<file path="src/rtl/pe_pkg.sv">
// Shared constants and FSM encoding for the PE B-operand fetch path.
package pe_pkg;

   localparam int unsigned DATA_W        = 16;
   localparam int unsigned ELEMS_PER_VEC = 4;
   localparam int unsigned ELEM_CNT_W    = 3;
   localparam int unsigned MEM_LAT       = 1;

   typedef logic [1:0] fsm_state_t;

   localparam fsm_state_t IDLE     = 2'd0;
   localparam fsm_state_t READ     = 2'd1;
   localparam fsm_state_t WAIT_ACK = 2'd2;
   localparam fsm_state_t FIN      = 2'd3;

endpackage

</file>
<file path="src/rtl/pe_b_fetch_ctrl_if.sv">
// Control, memory-read and PE-load signals of the B-operand fetch controller.
interface pe_b_fetch_ctrl_if #(
   parameter int unsigned DATA_W = pe_pkg::DATA_W,
   parameter int unsigned ADDR_W = 8
);

   logic                          start;
   logic [ADDR_W-1:0]             base_addr;
   logic [7:0]                    num_vecs;
   logic                          mem_rd_en;
   logic [ADDR_W-1:0]             mem_addr;
   logic [DATA_W-1:0]             mem_rd_data;
   logic [DATA_W-1:0]             d_out;
   logic                          load_en;
   logic [pe_pkg::ELEM_CNT_W-1:0] elem_cnt;
   logic                          vec_valid;
   logic                          pe_ready;
   logic                          busy;
   logic                          done;

   modport slave (
      input  start, base_addr, num_vecs, mem_rd_data, pe_ready,
      output mem_rd_en, mem_addr, d_out, load_en, elem_cnt, vec_valid, busy, done
   );

   modport master (
      output start, base_addr, num_vecs, mem_rd_data, pe_ready,
      input  mem_rd_en, mem_addr, d_out, load_en, elem_cnt, vec_valid, busy, done
   );

endinterface

</file>
<file path="src/rtl/pe_b_rd_pipe.sv">
// Two-stage alignment of memory read data into registered PE load word,
// strobe and running element index.
module pe_b_rd_pipe #(
   parameter int unsigned DATA_W = pe_pkg::DATA_W
) (
   input  logic                          clk,
   input  logic                          rst,
   input  logic                          rd_en_i,
   input  logic [DATA_W-1:0]             rd_data_i,
   input  logic                          clr_i,
   output logic [DATA_W-1:0]             d_out_o,
   output logic                          load_en_o,
   output logic [pe_pkg::ELEM_CNT_W-1:0] elem_cnt_o
);

   import pe_pkg::*;

   logic                  rd_vld_q;
   logic [DATA_W-1:0]     data_q;
   logic                  load_q;
   logic [ELEM_CNT_W-1:0] cnt_q, cnt_d;

   // Index stays on the current element during its load and steps afterwards.
   always_comb begin
      cnt_d = cnt_q;
      if (clr_i) begin
         cnt_d = '0;
      end else if (load_q) begin
         cnt_d = cnt_q + ELEM_CNT_W'(1);
      end
   end

   always_ff @(posedge clk or posedge rst) begin
      if (rst) begin
         rd_vld_q <= 1'b0;
         data_q   <= '0;
         load_q   <= 1'b0;
         cnt_q    <= '0;
      end else begin
         rd_vld_q <= rd_en_i;
         load_q   <= rd_vld_q;
         if (rd_vld_q) begin
            data_q <= rd_data_i;
         end
         cnt_q    <= cnt_d;
      end
   end

   assign d_out_o    = data_q;
   assign load_en_o  = load_q;
   assign elem_cnt_o = cnt_q;

endmodule

</file>
<file path="src/rtl/pe_b_fetch_ctrl.sv">
// Fetches num_vecs 4-element B vectors from memory into the PE B-register,
// handshaking each complete vector with the PE before fetching the next.
module pe_b_fetch_ctrl #(
   parameter int unsigned DATA_W = pe_pkg::DATA_W,
   parameter int unsigned ADDR_W = 8
) (
   input logic               clk,
   input logic               rst,
   pe_b_fetch_ctrl_if.slave  bus
);

   import pe_pkg::*;

   fsm_state_t        state_q, state_d;
   logic [ADDR_W-1:0] addr_q, addr_d;
   logic [7:0]        vecs_q, vecs_d;
   logic [1:0]        rd_cnt_q, rd_cnt_d;
   logic              rd_en_q, rd_en_d;
   logic              busy_q, busy_d;
   logic              done_q, done_d;
   logic              vec_valid_q, vec_valid_d;
   logic              start_acc;
   logic              ack;

   logic [DATA_W-1:0]     pipe_d_out;
   logic                  pipe_load_en;
   logic [ELEM_CNT_W-1:0] pipe_elem_cnt;

   assign ack = vec_valid_q & bus.pe_ready;

   always_comb begin
      state_d     = state_q;
      addr_d      = addr_q;
      vecs_d      = vecs_q;
      rd_cnt_d    = rd_cnt_q;
      rd_en_d     = rd_en_q;
      busy_d      = busy_q;
      done_d      = 1'b0;
      start_acc   = 1'b0;
      vec_valid_d = vec_valid_q;

      if (ack) begin
         vec_valid_d = 1'b0;
      end else if (pipe_load_en && (pipe_elem_cnt[1:0] == 2'(ELEMS_PER_VEC - 1))) begin
         vec_valid_d = 1'b1;
      end

      case (state_q)
         IDLE: begin
            if (bus.start) begin
               start_acc = 1'b1;
               busy_d    = 1'b1;
               vecs_d    = bus.num_vecs;
               if (bus.num_vecs == 8'd0) begin
                  state_d = FIN;
               end else begin
                  state_d  = READ;
                  rd_en_d  = 1'b1;
                  addr_d   = bus.base_addr;
                  rd_cnt_d = 2'd0;
               end
            end
         end
         READ: begin
            if (rd_cnt_q == 2'(ELEMS_PER_VEC - 1)) begin
               rd_en_d = 1'b0;
               state_d = WAIT_ACK;
            end else begin
               addr_d   = addr_q + ADDR_W'(1);
               rd_cnt_d = rd_cnt_q + 2'd1;
            end
         end
         WAIT_ACK: begin
            if (ack) begin
               vecs_d = vecs_q - 8'd1;
               if (vecs_q == 8'd1) begin
                  state_d = FIN;
               end else begin
                  // Next vector continues right after the last address read.
                  state_d  = READ;
                  rd_en_d  = 1'b1;
                  addr_d   = addr_q + ADDR_W'(1);
                  rd_cnt_d = 2'd0;
               end
            end
         end
         FIN: begin
            done_d  = 1'b1;
            busy_d  = 1'b0;
            state_d = IDLE;
         end
         default: begin
            state_d = IDLE;
         end
      endcase
   end

   always_ff @(posedge clk or posedge rst) begin
      if (rst) begin
         state_q     <= IDLE;
         addr_q      <= '0;
         vecs_q      <= '0;
         rd_cnt_q    <= '0;
         rd_en_q     <= 1'b0;
         busy_q      <= 1'b0;
         done_q      <= 1'b0;
         vec_valid_q <= 1'b0;
      end else begin
         state_q     <= state_d;
         addr_q      <= addr_d;
         vecs_q      <= vecs_d;
         rd_cnt_q    <= rd_cnt_d;
         rd_en_q     <= rd_en_d;
         busy_q      <= busy_d;
         done_q      <= done_d;
         vec_valid_q <= vec_valid_d;
      end
   end

   pe_b_rd_pipe #(
      .DATA_W (DATA_W)
   ) u_rd_pipe (
      .clk        (clk),
      .rst        (rst),
      .rd_en_i    (rd_en_q),
      .rd_data_i  (bus.mem_rd_data),
      .clr_i      (start_acc),
      .d_out_o    (pipe_d_out),
      .load_en_o  (pipe_load_en),
      .elem_cnt_o (pipe_elem_cnt)
   );

   assign bus.mem_rd_en = rd_en_q;
   assign bus.mem_addr  = addr_q;
   assign bus.d_out     = pipe_d_out;
   assign bus.load_en   = pipe_load_en;
   assign bus.elem_cnt  = pipe_elem_cnt;
   assign bus.vec_valid = vec_valid_q;
   assign bus.busy      = busy_q;
   assign bus.done      = done_q;

endmodule

</file>
<file path="src/flat_wrapper.sv">
// flat-port wrapper written by rule: the top's interface ports become plain ports
module pe_b_fetch_ctrl_flat import pe_pkg::*;
#(
   parameter int unsigned DATA_W = pe_pkg::DATA_W,
   parameter int unsigned ADDR_W = 8
)
  (clk, rst, bus_start, bus_base_addr, bus_num_vecs, bus_mem_rd_data, bus_pe_ready, bus_mem_rd_en, bus_mem_addr, bus_d_out, bus_load_en, bus_elem_cnt, bus_vec_valid, bus_busy, bus_done);
  pe_b_fetch_ctrl_if #(.DATA_W(DATA_W), .ADDR_W(ADDR_W)) bus_i ();
  input logic clk;
  input logic rst;
  input wire logic [$bits(bus_i.start)-1:0] bus_start;
  input wire logic [$bits(bus_i.base_addr)-1:0] bus_base_addr;
  input wire logic [$bits(bus_i.num_vecs)-1:0] bus_num_vecs;
  input wire logic [$bits(bus_i.mem_rd_data)-1:0] bus_mem_rd_data;
  input wire logic [$bits(bus_i.pe_ready)-1:0] bus_pe_ready;
  output wire logic [$bits(bus_i.mem_rd_en)-1:0] bus_mem_rd_en;
  output wire logic [$bits(bus_i.mem_addr)-1:0] bus_mem_addr;
  output wire logic [$bits(bus_i.d_out)-1:0] bus_d_out;
  output wire logic [$bits(bus_i.load_en)-1:0] bus_load_en;
  output wire logic [$bits(bus_i.elem_cnt)-1:0] bus_elem_cnt;
  output wire logic [$bits(bus_i.vec_valid)-1:0] bus_vec_valid;
  output wire logic [$bits(bus_i.busy)-1:0] bus_busy;
  output wire logic [$bits(bus_i.done)-1:0] bus_done;
  assign bus_i.start = bus_start;
  assign bus_i.base_addr = bus_base_addr;
  assign bus_i.num_vecs = bus_num_vecs;
  assign bus_i.mem_rd_data = bus_mem_rd_data;
  assign bus_i.pe_ready = bus_pe_ready;
  assign bus_mem_rd_en = bus_i.mem_rd_en;
  assign bus_mem_addr = bus_i.mem_addr;
  assign bus_d_out = bus_i.d_out;
  assign bus_load_en = bus_i.load_en;
  assign bus_elem_cnt = bus_i.elem_cnt;
  assign bus_vec_valid = bus_i.vec_valid;
  assign bus_busy = bus_i.busy;
  assign bus_done = bus_i.done;
  pe_b_fetch_ctrl #(.DATA_W(DATA_W), .ADDR_W(ADDR_W)) u_core (.clk(clk), .rst(rst), .bus(bus_i));
endmodule
</file>
<file path="config.mk">
export PLATFORM = sky130hd
export DESIGN_NAME = pe_b_fetch_ctrl_flat
export DESIGN_NICKNAME = d
export VERILOG_FILES = /design/src/rtl/pe_pkg.sv /design/src/rtl/pe_b_fetch_ctrl_if.sv /design/src/rtl/pe_b_rd_pipe.sv /design/src/rtl/pe_b_fetch_ctrl.sv /design/src/flat_wrapper.sv
export SDC_FILE = /design/constraint.sdc
export NUM_CORES = 1
export LEC_CHECK = 0
export ABC_AREA = 1
export BUFFER_PORTS_ARGS = -buffer_cell sky130_fd_sc_hd__buf_2
export CAP_MARGIN = 0
export CORE_MARGIN = 10
export CORE_UTILIZATION = 30
export DETAILED_ROUTE_END_ITERATION = 10
export PLACE_DENSITY = 0.62
export SLEW_MARGIN = 20
export SYNTH_ARGS = -nofsm -noshare
export SYNTH_HDL_FRONTEND = slang
export SYNTH_HIERARCHICAL = 1
export SYNTH_SLANG_ARGS = --single-unit
</file>
<file path="constraint.sdc">
create_clock -name clk -period 1.7 [get_ports clk]
set_input_delay 0.085 -clock clk [delete_from_list [all_inputs] [get_ports clk]]
set_output_delay 0.085 -clock clk [all_outputs]
set_load 0.02 [all_outputs]
</file>
==> results.cfg <==
[flow_run]
drv_cap = 0

[finish]
final_cells = 518
drive_gt1_share_pct = 25.4
area_growth_pct = 26.9
fin_nets = 459
antennaDiodeCount = 0

[logic_synthesis]
synth.area.top_cells = dfrtp_1, nand2_1, inv_1, o21ai_0, ha_1
async_flop_share_pct = 100
netlist_instances = 327
synth_cell_types = 27
syn-cell-area_mm2 = 0.00253
synth.most_common_cell = nand2_1
ys_seq_area_share_pct = 44.6
synth_edf_count = 0
syn-num-nets = 373
synth_top_area_cell = dfrtp_1
synth_top_area_share_pct = 44.6
ys_warn_count = 6
synth_seq_cells = 45
syn_avg_cell_area_um2 = 7.73
netlist_top_cells_count = nand2_1, inv_1, dfrtp_1
ys.flop_type = dfrtp_1

[route]
drc = 0
num_vias = 2318
wl_mm = 6.24
dr.pass1.iters = 4
wl_per_cell_um = 12.0
avgViaCountPerCell = 4.47
ant_nets = 0
drt_iter0_drc = 174

[grt]
track_usage_pct = 10.2
grt-ovfl-total = 0
grt_pass1_wl_mm = 11.0
grt_pass1_vias = 2274
antenna_found_initial = 0
grt_start_max_net_pins = 33

[floorplan]
io_pins = 68
rows = 33
fp.dieW_um = 112
die_h_um = 112
core_mm2 = 0.00822
die-area_mm2 = 0.0125
start_util_pct = 30.8

[min_path]
hold_path.class = in -> reg
holdPathStages = 3
hp-start = bus_mem_rd_data[10]
hold_end = u_core/u_rd_pipe/d_out_o[10]

[placed_design]
dp.cells = 500
dp_slack_ns = 0.0111
gp_congestion = 0.852
portBuffers = 67
dp_hpwl_mm = 4.83

[pwr]
clkPwrFrac_pct = 12.4
pwr-share-comb_pct = 55.3
powerDensity_mw_per_mm2 = 1950
p_int_mw = 3.27
p_leak_nw = 1.73
p_seq_share_pct = 32.3
ir_drop_mv = 0.553
power_switching_mw = 2.98
switching_share_pct = 47.7

[worst_setup_path]
cp-end-kind = register
critPathRequiredTime_ns = 1.89
crit_path_max_fanout = 10
start_kind = register
crit_type = reg -> reg
reg2reg_from = u_core/state_q[1]
r2r_cells = 8
cpPeakStageDelay_ns = 0.40
worst_r2r_endpoint = u_core/bus.mem_addr[6]
slowest_stage = dfrtp_1
crit_chain = inv_1, ha_1, nand2_2, nand2_4, a21oi_4, nand3_4, nand2_1, nand2_1
crit_arrival_ns = 1.78
rrSetupSlack_ns = 0.10
path_common_cell = nand2_1

[timing]
setup_ws_ns = 0.105
finalHoldViolations = 0
grt_setup_unrepaired = yes
tns_ns = 0
fmax_mhz = 627
worstMarginPinSlew_ns = 0.570
fin_worst_skew_ns = 0.00373
setup_viol = 0
period_needed_ns = 1.60
relSlewSlack_pct = 61.7
maxSlewViolCount = 0
period_share_pct = 93.8

[clocking]
ctsHtreeMaxLevel = 2
cts_buffer_depth = 2
cts.sinks = 45
clock_latency_ns = 0.29
numCtsBuffers = 5
root_buffer = clkbuf_8
cts_tree = done
path_clk_slew_ns = 0.08

[outcome]
status = finished clean
cells in the final DEF (no fill, tap or decap), drive strengths merged, types with 5 or more instances in the layout:
master	count
nand3	22
buf	76
nand2	107
inv	48
a21oi	7
clkbuf	5
dfrtp	45
nor2	27
dlygate4sd3	10
ha	10
nand4	6
o21ai	37
through the flow:
| step | utilization, % | cell area, um2 | power [mW] | hold slack (ns) |
|---|---|---|---|---|
| 3_5_place_dp | 36.3 | 2990 | 5.46 | 0.140 |
| 5_1_grt | 39.0 | 3210 | 6.92 | 0.0116 |
| 2_1_floorplan | - | 2530 | 4.50 | 0.0615 |
| 6_report | 39.0 | 3210 | 6.25 | 0.0164 |
| 3_3_place_gp | 36.3 | 2990 | 5.38 | 0.135 |
| 4_1_cts | 38.8 | 3190 | 6.29 | 0.00122 |
layer usage:
metal	GRT usage (%)	vias up	share of wire (%)
li1	-	1199	-
met1	12.4	1041	45
met2	16.4	74	46
met3	3.17	4	7.2
met4	4.20	0	1.1
met5	0	-	0
power groups by stage:
stage	Combinational [mW]	Clock (mW)	Sequential (mW)
6_report	3.46	0.773	2.02
5_1_grt	3.94	0.864	2.12
4_1_cts	3.45	0.821	2.02
3_5_place_dp	3.42	0	2.04
3_3_place_gp	3.35	0	2.02
2_1_floorplan	2.06	0	2.43
registers in the layout, summed over array words and instances, names as in the netlist, 2 cells and up:
name	flops
u_core/rd_cnt_q	2
u_core/state_q	2
u_core/u_rd_pipe/d_out_o	16
u_core/bus.mem_addr	8
u_core/vecs_q	8
u_core/u_rd_pipe/elem_cnt_o	3
worst max-delay path by stage:
stage	startpoint	endpoint	slack [ns]	cells after the start
floorplan	u_core/state_q[0]	u_core/bus.mem_addr[3]	0.26	9
global placement	u_core/state_q[0]	u_core/vecs_q[1]	0.07	8
detailed placement	u_core/state_q[0]	u_core/vecs_q[4]	0.01	7
CTS	u_core/state_q[0]	u_core/vecs_q[4]	0.003	7
global route	u_core/state_q[1]	u_core/vecs_q[4]	-0.02	8
finish	u_core/state_q[1]	u_core/bus.mem_addr[6]	0.10	8
kinds of logic (layout without fill, tap and decap cells):
group           Yosys count  count (layout)  share of synthesized area (%)
compound gates           46              46                           10.3
simple gates            169             169                           29.8
fa+ha+maj                10              10                           4.95
flops                    45              45                           44.6
mux                       1               1                          0.396
buf+inv                  56             142                           10.0
timing repair:
item	CTS	global route
hold endpoints to repair	54	0
resized for setup	0	4
buffers inserted	0	1
hold buffers	10	0
endpoints found under the setup margin	0	21
layout make-up:
type,instances,area [um2]
multi-input combinational,226,1160
clock buffer,5,68.8
tap,105,131
sequential,45,1130
fill,822,5010
timing repair buffer,86,503
inverter,49,188
clock inverter,2,35.0
worst max-delay path, delay by kind of cell, from the launching register on:
kind	cells	cell delay, ns
and+or+nand+nor	5	0.54
DFF	1	0.40
adders and majority gates	1	0.26
AOI/OAI and AO/OA	1	0.20
buffers and inverters	1	0.09
Power figures use the tool's default switching activity.
